==> src/rtl/dg0040_pkg.sv <==
// Shared definitions for the DG0040 program sequencer and return stack.
// Holds the opcode map, the PC field widths and the word-counter LFSR step.
package dg0040_pkg;

  localparam int PAGE_W = 4;
  localparam int WORD_W = 6;
  localparam int PC_W   = PAGE_W + WORD_W;

  localparam logic [2:0] OP_NOP  = 3'b000;
  localparam logic [2:0] OP_INC  = 3'b001;
  localparam logic [2:0] OP_LDP  = 3'b010;
  localparam logic [2:0] OP_BR   = 3'b011;
  localparam logic [2:0] OP_CALL = 3'b100;
  localparam logic [2:0] OP_RET  = 3'b101;

  // XNOR feedback gives a 63-state cycle; all-ones is the lock state.
  function automatic logic [WORD_W-1:0] lfsr_next(input logic [WORD_W-1:0] w);
    return {~(w[1] ^ w[0]), w[WORD_W-1:1]};
  endfunction

endpackage

==> src/rtl/dg0040_poly_counter.sv <==
// 6-bit polynomial word counter with hold, step and parallel load.
// Load has priority over step; next_o exposes the successor of the current word.
module dg0040_poly_counter
  import dg0040_pkg::*;
#(
  parameter logic [WORD_W-1:0] RESET_WORD = '0
) (
  input  logic              clk_i,
  input  logic              rst_ni,
  input  logic              step_i,
  input  logic              load_i,
  input  logic [WORD_W-1:0] load_val_i,
  output logic [WORD_W-1:0] word_o,
  output logic [WORD_W-1:0] next_o
);

  logic [WORD_W-1:0] word_q;
  logic [WORD_W-1:0] word_d;

  always_comb begin
    word_d = word_q;
    if (load_i) begin
      word_d = load_val_i;
    end else if (step_i) begin
      word_d = lfsr_next(word_q);
    end
  end

  always_ff @(posedge clk_i or negedge rst_ni) begin
    if (!rst_ni) begin
      word_q <= RESET_WORD;
    end else begin
      word_q <= word_d;
    end
  end

  assign word_o = word_q;
  assign next_o = lfsr_next(word_q);

endmodule

==> src/rtl/dg0040_pc_sequencer.sv <==
// Program-address sequencer feeding the DG0040 return-address stack.
// Owns page/word PC, the page buffer, stack depth tracking and stack control decode.
module dg0040_pc_sequencer
  import dg0040_pkg::*;
#(
  parameter int               STACK_DEPTH = 5,
  parameter logic [PC_W-1:0]  RESET_PC    = 10'h000
) (
  input  logic              CLK,
  input  logic              NRST,
  input  logic              OP_VALID,
  input  logic [2:0]        OP,
  input  logic [WORD_W-1:0] ADDR,
  input  logic [PAGE_W-1:0] PAGE_IN,
  input  logic [PC_W-1:0]   SP,
  input  logic              CLR_ERR,
  output logic [PC_W-1:0]   PC,
  output logic [PC_W-1:0]   PUSH_ADDR,
  output logic              MODE1,
  output logic              MODE0,
  output logic [2:0]        DEPTH,
  output logic              STK_OVF,
  output logic              STK_UNF
);

  localparam logic [2:0] DEPTH_MAX = 3'(STACK_DEPTH);

  // OP is only meaningful when OP_VALID is high; otherwise the cycle is a NOP.
  // There is no back-pressure: every valid op takes effect on the next edge.
  logic [2:0] op_eff;
  logic       is_inc, is_ldp, is_br, is_call, is_ret;

  assign op_eff  = OP_VALID ? OP : OP_NOP;
  assign is_inc  = (op_eff == OP_INC);
  assign is_ldp  = (op_eff == OP_LDP);
  assign is_br   = (op_eff == OP_BR);
  assign is_call = (op_eff == OP_CALL);
  assign is_ret  = (op_eff == OP_RET);

  logic [PAGE_W-1:0] page_q, page_d;
  logic [PAGE_W-1:0] pb_q, pb_d;
  logic [2:0]        depth_q, depth_d;
  logic              ovf_q, ovf_d;
  logic              unf_q, unf_d;

  logic [WORD_W-1:0] word;
  logic [WORD_W-1:0] word_next;
  logic              word_step;
  logic              word_load;
  logic [WORD_W-1:0] word_load_val;

  assign word_step     = is_inc | is_ldp;
  assign word_load     = is_br | is_call | is_ret;
  assign word_load_val = is_ret ? SP[WORD_W-1:0] : ADDR;

  dg0040_poly_counter #(
    .RESET_WORD (RESET_PC[WORD_W-1:0])
  ) u_word (
    .clk_i      (CLK),
    .rst_ni     (NRST),
    .step_i     (word_step),
    .load_i     (word_load),
    .load_val_i (word_load_val),
    .word_o     (word),
    .next_o     (word_next)
  );

  always_comb begin
    page_d = page_q;
    pb_d   = pb_q;
    if (is_br || is_call) begin
      page_d = pb_q;
    end else if (is_ret) begin
      page_d = SP[PC_W-1:WORD_W];
      pb_d   = SP[PC_W-1:WORD_W];
    end else if (is_ldp) begin
      pb_d = PAGE_IN;
    end
  end

  // A fresh error in the same cycle as CLR_ERR leaves the flag set.
  always_comb begin
    depth_d = depth_q;
    ovf_d   = ovf_q & ~CLR_ERR;
    unf_d   = unf_q & ~CLR_ERR;
    if (is_call) begin
      if (depth_q < DEPTH_MAX) begin
        depth_d = depth_q + 3'd1;
      end else begin
        ovf_d = 1'b1;
      end
    end else if (is_ret) begin
      if (depth_q != 3'd0) begin
        depth_d = depth_q - 3'd1;
      end else begin
        unf_d = 1'b1;
      end
    end
  end

  always_ff @(posedge CLK or negedge NRST) begin
    if (!NRST) begin
      page_q  <= RESET_PC[PC_W-1:WORD_W];
      pb_q    <= RESET_PC[PC_W-1:WORD_W];
      depth_q <= 3'd0;
      ovf_q   <= 1'b0;
      unf_q   <= 1'b0;
    end else begin
      page_q  <= page_d;
      pb_q    <= pb_d;
      depth_q <= depth_d;
      ovf_q   <= ovf_d;
      unf_q   <= unf_d;
    end
  end

  // Stack controls are combinational so the stack acts on the same edge.
  assign MODE1     = NRST & (is_call | is_ret);
  assign MODE0     = NRST & is_ret;
  assign PUSH_ADDR = {page_q, word_next};
  assign PC        = {page_q, word};
  assign DEPTH     = depth_q;
  assign STK_OVF   = ovf_q;
  assign STK_UNF   = unf_q;

endmodule

==> config.mk <==
export PLATFORM = sky130hd
export DESIGN_NAME = dg0040_pc_sequencer
export DESIGN_NICKNAME = d
export VERILOG_FILES = /design/src/rtl/dg0040_pkg.sv /design/src/rtl/dg0040_poly_counter.sv /design/src/rtl/dg0040_pc_sequencer.sv
export SDC_FILE = /design/constraint.sdc
export NUM_CORES = 1
export LEC_CHECK = 0
export CORE_ASPECT_RATIO = 0.9
export CORE_MARGIN = 1
export CORE_UTILIZATION = 44
export DETAILED_ROUTE_END_ITERATION = 10
export PLACE_DENSITY = 0.82
export SLEW_MARGIN = 20
export SYNTH_ARGS = -nofsm -noshare
export SYNTH_HDL_FRONTEND = slang
export SYNTH_SLANG_ARGS = --single-unit
==> constraint.sdc <==
create_clock -name CLK -period 2 [get_ports CLK]
set_clock_uncertainty 0.1 [all_clocks]
set_input_delay 0.6 -clock CLK [delete_from_list [all_inputs] [get_ports CLK]]
set_output_delay 0.6 -clock CLK [all_outputs]
set_load 0.02 [all_outputs]
==> results.json, run 1 <==
{
  "cts_tree": "yes",
  "drt-vias-per-instance": 5.464,
  "start_util_pct": 48.51,
  "grt-ovfl-total": 0,
  "die_w_um": 61.20,
  "ys_ff_latch": 19,
  "ys_warn_count": 0,
  "rows": 18,
  "clkSinkCount": 19,
  "synth_largest_area_cell": "dfrtp_1",
  "htreeDepth": 1,
  "wl_per_cell_um": 14.48,
  "synth_edf_count": 0,
  "gp_congestion": 0.7663,
  "cts_made_buffers": 3,
  "slowest_delay_ns": 0.60,
  "worst_setup_path_start_kind": "flop",
  "io_pins": 54,
  "ys_types": 42,
  "critPathArrivalTime_ns": 1.26,
  "reg2reg_to": "DEPTH[2]",
  "n_antenna_cell": 0,
  "slew_viol_final": 0,
  "netlist_area_um2": 1388,
  "synthCells": 138,
  "worst_path_max_delay_cell": "clkdlybuf4s50_1",
  "stdcell_area_um2": 2058,
  "holdWs_ns": 0.3174,
  "nFillCells": 237,
  "startpoint": "STK_UNF",
  "nets": 224,
  "track_usage_pct": 21.47,
  "path_buf_inv": 1,
  "synth_top_area_share_pct": 34.27,
  "syn_to_final_growth_pct": 48.33,
  "drt_iter0_markers": 54,
  "r2r_cells": 7,
  "core_area_um2": 2860,
  "placement.cell_area_um2": 1966,
  "route.detailed.drc": 0,
  "drive_gt1_share_pct": 28.72,
  "hold_class": "input port to asynchronous set/reset pin",
  "yosys_most_used_dff": "dfrtp_1",
  "clkLatencyLatePin_ns": 0.30,
  "rsz0062_at_grt": "no",
  "grt_pass1_wl_mm": 5.561,
  "dieArea_um2": 3383,
  "io_buffers": 53,
  "period_share_pct": 98.09,
  "hpwl_mm": 2.525,
  "clk_pin_slew_ns": 0.11,
  "avgSynthCellArea_um2": 10.05,
  "cts_buffer_depth": 2,
  "synth_area_leaders": "dfrtp_1, mux2_2, buf_4, a221o_1, o2bb2ai_1",
  "cap_violations": 0,
  "finalHoldViolCount": 0,
  "outcome": "completed",
  "final.min_clock_period_ns": 1.962,
  "crit_fanout": 2,
  "p_per_area_nw_per_um2": 849.3,
  "totalWireLength_mm": 3.403,
  "synthTopCellsByCount": "dfrtp_1, mux2_2, buf_4",
  "grt_max_degree": 20,
  "grt_pass1_vias": 1272,
  "ir_worst_vdd_mv": 0.4905,
  "cp_data_required_time_ns": 1.30,
  "reg2reg_from": "DEPTH[1]",
  "tightest_slew_ns": 0.3562,
  "worstPathCellList": "clkdlybuf4s50_1",
  "critical_path_class": "flop to output port",
  "setup_violations": 0,
  "ant_nets": 0,
  "slew_headroom_pct": 76.15,
  "leakage_nw": 0.9813,
  "hold_buffers": 0,
  "syn-num-nets": 166,
  "root_buffer": "clkbuf_4",
  "total_power_mw": 1.748,
  "yosysMostFrequentCell": "dfrtp_1",
  "die_y_um": 55.28,
  "cpLargestDelayFamily": "buffers and inverters",
  "vias": 1284,
  "clock.fmax_ghz": 0.5097,
  "antenna_found_initial": 0,
  "synthArstFlopShare_pct": 100.0,
  "yosysSeqAreaShare_pct": 34.27,
  "rrSetupSlack_ns": 0.37,
  "cp-end-kind": "output port",
  "firstDrtPassIters": 6,
  "tns_ns": 0
}
-- registers in the layout (all words and copies together) (netlist names) --
| signal | flops |
|---|---|
| u_word.word_o | 6 |
| page_q | 4 |
| pb_q | 4 |
| DEPTH | 3 |
| STK_OVF | 1 |
| STK_UNF | 1 |
-- power by group --
| part | internal [mW] | leakage (nW) | switching [mW] |
|---|---|---|---|
| combinational | 0.504 | 0.738 | 0.480 |
| clock | 0.0776 | 0.0150 | 0.121 |
| sequential | 0.484 | 0.229 | 0.0810 |
-- cell usage in the layout, fill, tap and decap left out, types with 2 or more instances in the layout --
cell and instances:
nand2b_1 4, a31oi_1 5, a221o_1 5, nand2_1 2
inv_1 10, nand3b_1 3, clkbuf_4 3, nor2_1 7
buf_6 4, a2bb2oi_1 2, a21o_1 2, dlygate4sd2_1 16
o2bb2ai_1 5, mux2_2 15, buf_4 17, nor3b_1 2
clkdlybuf4s15_1 2, clkdlybuf4s50_1 23, and3b_1 2, dfrtp_1 19
clkdlybuf4s15_2 3, dlymetal6s2s_1 7, o21ai_0 6, mux2i_1 4
-- final cells by class --
cell class                 count  area, µm²  share of cell area [%]
multi-input combinational     90      784.5                   38.12
tap                           40      50.05                   2.432
timing repair buffer          72      684.4                   33.25
sequential                    19      475.5                   23.10
clock buffer                   4      26.28                   1.277
inverter                      10      37.54                   1.824
-- what timing repair did --
action	4_1_cts	5_1_grt
pin swaps	6	2
buffers inserted	3	0
cloned	0	0
endpoints found under the setup margin	34	16
resized for setup	45	10
endpoints found under the hold margin	0	0
-- per-layer routing --
| metal | wire length (µm) | vias up | track usage (%) |
|---|---|---|---|
| met5 | 0 | - | 0 |
| met4 | 43 | 0 | 7.143 |
| met3 | 243 | 6 | 4.215 |
| met2 | 1691 | 53 | 36.34 |
| met1 | 1425 | 606 | 26.52 |
| li1 | - | 619 | - |
-- through the flow --
stage	setup WS, ns	cells	utilization [%]
finish	0.03815	235	71.96
global route	0.0006145	235	71.96
CTS	0.01085	235	70.95
detailed placement	-0.6882	228	68.72
global placement	-0.6704	228	68.72
floorplan	-0.08985	138	-
-- worst max path at each step --
stage | end | slack (ns) | depth (start not counted)
detailed placement | MODE1 | -0.69 | 4
global placement | MODE1 | -0.67 | 4
CTS | PC[8] | 0.01 | 1
finish | STK_UNF | 0.04 | 1
floorplan | DEPTH[2] | -0.09 | 9
global route | STK_UNF | 0.0006 | 1
-- cell families (layout without fill, tap and decap cells) --
group,after synthesis,count (layout),synth area share (%)
flip-flops,19,19,34.27
multiplexers,19,19,15.06
adder cells (fa/ha/maj),1,1,0.9016
AO/OA/AOI/OAI,38,38,21.55
AND/OR/NAND/NOR,29,29,14.07
buffers and inverters,29,86,12.26
XOR/XNOR,3,3,1.894
(Power assumes the default switching activity.)
==> inputs of run 2 (changes only) <==
--- a/config.mk
+++ b/config.mk
@@ -7,10 +7,12 @@
 export LEC_CHECK = 0
 export CORE_ASPECT_RATIO = 0.9
 export CORE_MARGIN = 1
-export CORE_UTILIZATION = 44
+export CORE_UTILIZATION = 42
 export DETAILED_ROUTE_END_ITERATION = 10
-export PLACE_DENSITY = 0.82
+export PLACE_DENSITY = 0.81
+export SETUP_SLACK_MARGIN = 0.5
 export SLEW_MARGIN = 20
 export SYNTH_ARGS = -nofsm -noshare
 export SYNTH_HDL_FRONTEND = slang
+export SYNTH_HIERARCHICAL = 1
 export SYNTH_SLANG_ARGS = --single-unit
==> run 2 against run 1 <==
Compared with the run above:
- total power is 17% higher
- global-route usage is 1.7 points higher
- synthesized cell count is 9.4% lower
- flip-flop and latch count stayed put
- critical path type is now input port to output port
- worst setup slack better by 0.0088 ns
- count of clock-buffer cells in the layout is 1 lower
- clock power is 7% higher
- fmax is 0.45% higher
- largest cell class is now non-clock buffers
==> results.json, run 2 <==
{
  "outcome": "completed",
  "ys_ff_latch": 19,
  "synthTopCellsByCount": "dfrtp_1, o21ai_0, buf_4, nand2_1, mux2i_1",
  "die_w_um": 59.25,
  "holdWs_ns": 0.2734,
  "die_y_um": 53.52,
  "syn_to_final_growth_pct": 82.12,
  "synthArstFlopShare_pct": 100.0,
  "cap_violations": 0,
  "clkLatencyLatePin_ns": 0.31,
  "regArea_um2": 478.0,
  "synth.area.mux_share_pct": 16.36,
  "synth_top_area_share_pct": 38.38,
  "hold_class": "input port to asynchronous set/reset pin",
  "root_buffer": "clkbuf_4",
  "finalHoldViolCount": 0,
  "grt_max_degree": 15,
  "p_per_area_nw_per_um2": 906.7,
  "ys_types": 37,
  "cts_tree": "yes",
  "cp-end-kind": "output port",
  "nFillCells": 160,
  "clk_pin_slew_ns": 0.12,
  "netlist_area_um2": 1239,
  "nets": 237,
  "track_usage_pct": 23.13,
  "rows": 18,
  "avgSynthCellArea_um2": 9.910,
  "slew_viol_final": 0,
  "grt_pass1_wl_mm": 5.271,
  "htreeDepth": 1,
  "final.min_clock_period_ns": 1.953,
  "placement.cell_area_um2": 1857,
  "dieArea_um2": 3171,
  "stdcell_area_um2": 2256,
  "cp_data_required_time_ns": 1.30,
  "totalWireLength_mm": 4.255,
  "synthCells": 125,
  "grt_pass1_vias": 1228,
  "route.detailed.drc": 0,
  "cts_buffer_depth": 2,
  "wl_per_cell_um": 17.16,
  "grt-ovfl-total": 0,
  "yosys.area_share.adder_pct": 1.010,
  "clkSinkCount": 19,
  "critical_path_class": "input port to output port",
  "firstDrtPassIters": 5,
  "synthSimpleGateAreaFrac_pct": 16.97,
  "leakage_nw": 1.049,
  "ant_nets": 0,
  "vias": 1298,
  "synth_area_leaders": "dfrtp_1, mux2i_1, mux2_4, buf_4, o21ai_0",
  "synth-xor-area-share_pct": 2.121,
  "total_power_mw": 2.045,
  "multi_input_area_um2": 738.2,
  "period_share_pct": 97.65,
  "slew_headroom_pct": 75.74,
  "layout_commonest_cell": "buf_6",
  "clock.fmax_ghz": 0.5120,
  "worst_path_max_delay_cell": "and4b_2",
  "io_buffers": 53,
  "crit_fanout": 3,
  "cts_made_buffers": 3,
  "final_cell_mix": "buf_6, buf_4, clkdlybuf4s50_1, dfrtp_1, o21ai_1",
  "synth_edf_count": 0,
  "worst_setup_path_start_kind": "input port",
  "yosysMostFrequentCell": "dfrtp_1",
  "io_pins": 54,
  "n_antenna_cell": 0,
  "largest_reg_flops": 6,
  "start_util_pct": 44.72,
  "hpwl_mm": 2.259,
  "core_area_um2": 2770,
  "worstPathCellList": "buf_8 > and4b_2 > and2_4 > buf_6",
  "rsz0062_at_grt": "yes",
  "yosys_most_used_dff": "dfrtp_1",
  "drt_iter0_markers": 54,
  "ir_worst_vdd_mv": 0.6350,
  "synth_top_family_by_area": "simple AND/OR/NAND/NOR gates",
  "ys_warn_count": 6,
  "antenna_found_initial": 0,
  "drt-vias-per-instance": 5.234,
  "synth_compound_area_share_pct": 13.33,
  "critPathArrivalTime_ns": 1.25,
  "drive_gt1_share_pct": 53.85,
  "synth_largest_area_cell": "dfrtp_1",
  "yosysSeqAreaShare_pct": 38.38,
  "tightest_slew_ns": 0.3612,
  "setup_violations": 0,
  "slowest_delay_ns": 0.30,
  "syn-num-nets": 153,
  "gp_congestion": 0.8048
}
-- run 2: cell count changes after synthesis, moves of 6 or more --
cell,change
o21ai_0,+7
mux2_2,-13
mux2_4,+6
inv_1,-6
nand3_1,+8
nand2_1,+7
nor2_1,-6
-- run 2: stage by stage --
stage               setup TNS (ns)  worst slack (ns)  cells  utilization (%)
detailed placement          -5.884           -0.8032    217            67.03
floorplan                        0           0.03343    125                -
global route                     0           0.02274    248            81.44
global placement            -5.237           -0.7659    217            67.03
finish                           0           0.04697    248            81.44
CTS                              0           0.05511    237            73.13
-- run 2: worst paths after layout --
kind	from	to	slack [ns]	cells past startpoint
hold / removal	NRST	DEPTH[0]	0.27	2
min in group CLK	pb_q[2]	page_q[2]	0.45	2
max in group asynchronous	NRST	u_word/word_o[4]	1.28	2
setup / recovery	OP[1]	MODE0	0.05	4
setup reg to reg	DEPTH[1]	DEPTH[2]	0.40	6
hold reg to reg	pb_q[2]	page_q[2]	0.45	2
-- run 2: what timing repair did --
| action | in CTS | in global routing |
|---|---|---|
| hold buffers | 0 | 0 |
| pin swaps | 8 | 7 |
| resized for setup | 177 | 38 |
| setup endpoints to repair | 46 | 44 |
| setup buffers | 16 | 11 |
-- run 2: critical path: cells and delay by family --
kind | cells | cell delay (ns)
buffers and inverters | 2 | 0.21
and+or+nand+nor | 2 | 0.45
-- run 2: report_power, final --
group | internal, mW | total [mW] | switching [mW]
Sequential | 0.485 | 0.592 | 0.107
Combinational | 0.668 | 1.24 | 0.575
Clock | 0.0749 | 0.211 | 0.136
-- run 2: area by class of cell --
type | count | share of cell area (%)
Clock buffer | 3 | 0.9983
Clock inverter | 1 | 0.2219
Inverter | 4 | 0.6656
Multi-Input combinational cell | 84 | 32.72
Sequential cell | 19 | 21.19
Tap cell | 40 | 2.219
Timing Repair Buffer | 97 | 41.99
-- run 2: cells by family (layout without fill, tap and decap cells) --
logic type               after synthesis  count (layout)
AO/OA/AOI/OAI                         28              28
XOR/XNOR                               3               3
adder cells (fa/ha/maj)                1               1
AND/OR/NAND/NOR                       35              35
buffers and inverters                 22             105
flip-flops                            19              19
multiplexers                          17              17
-- run 2: metal layers --
layer | track usage, % | up-vias | share of wire [%]
met5 | 0 | - | 0
met4 | 13.10 | 0 | 2.5
met3 | 1.467 | 10 | 4.4
met2 | 44.76 | 50 | 56
met1 | 24.85 | 631 | 37
li1 | - | 607 | -
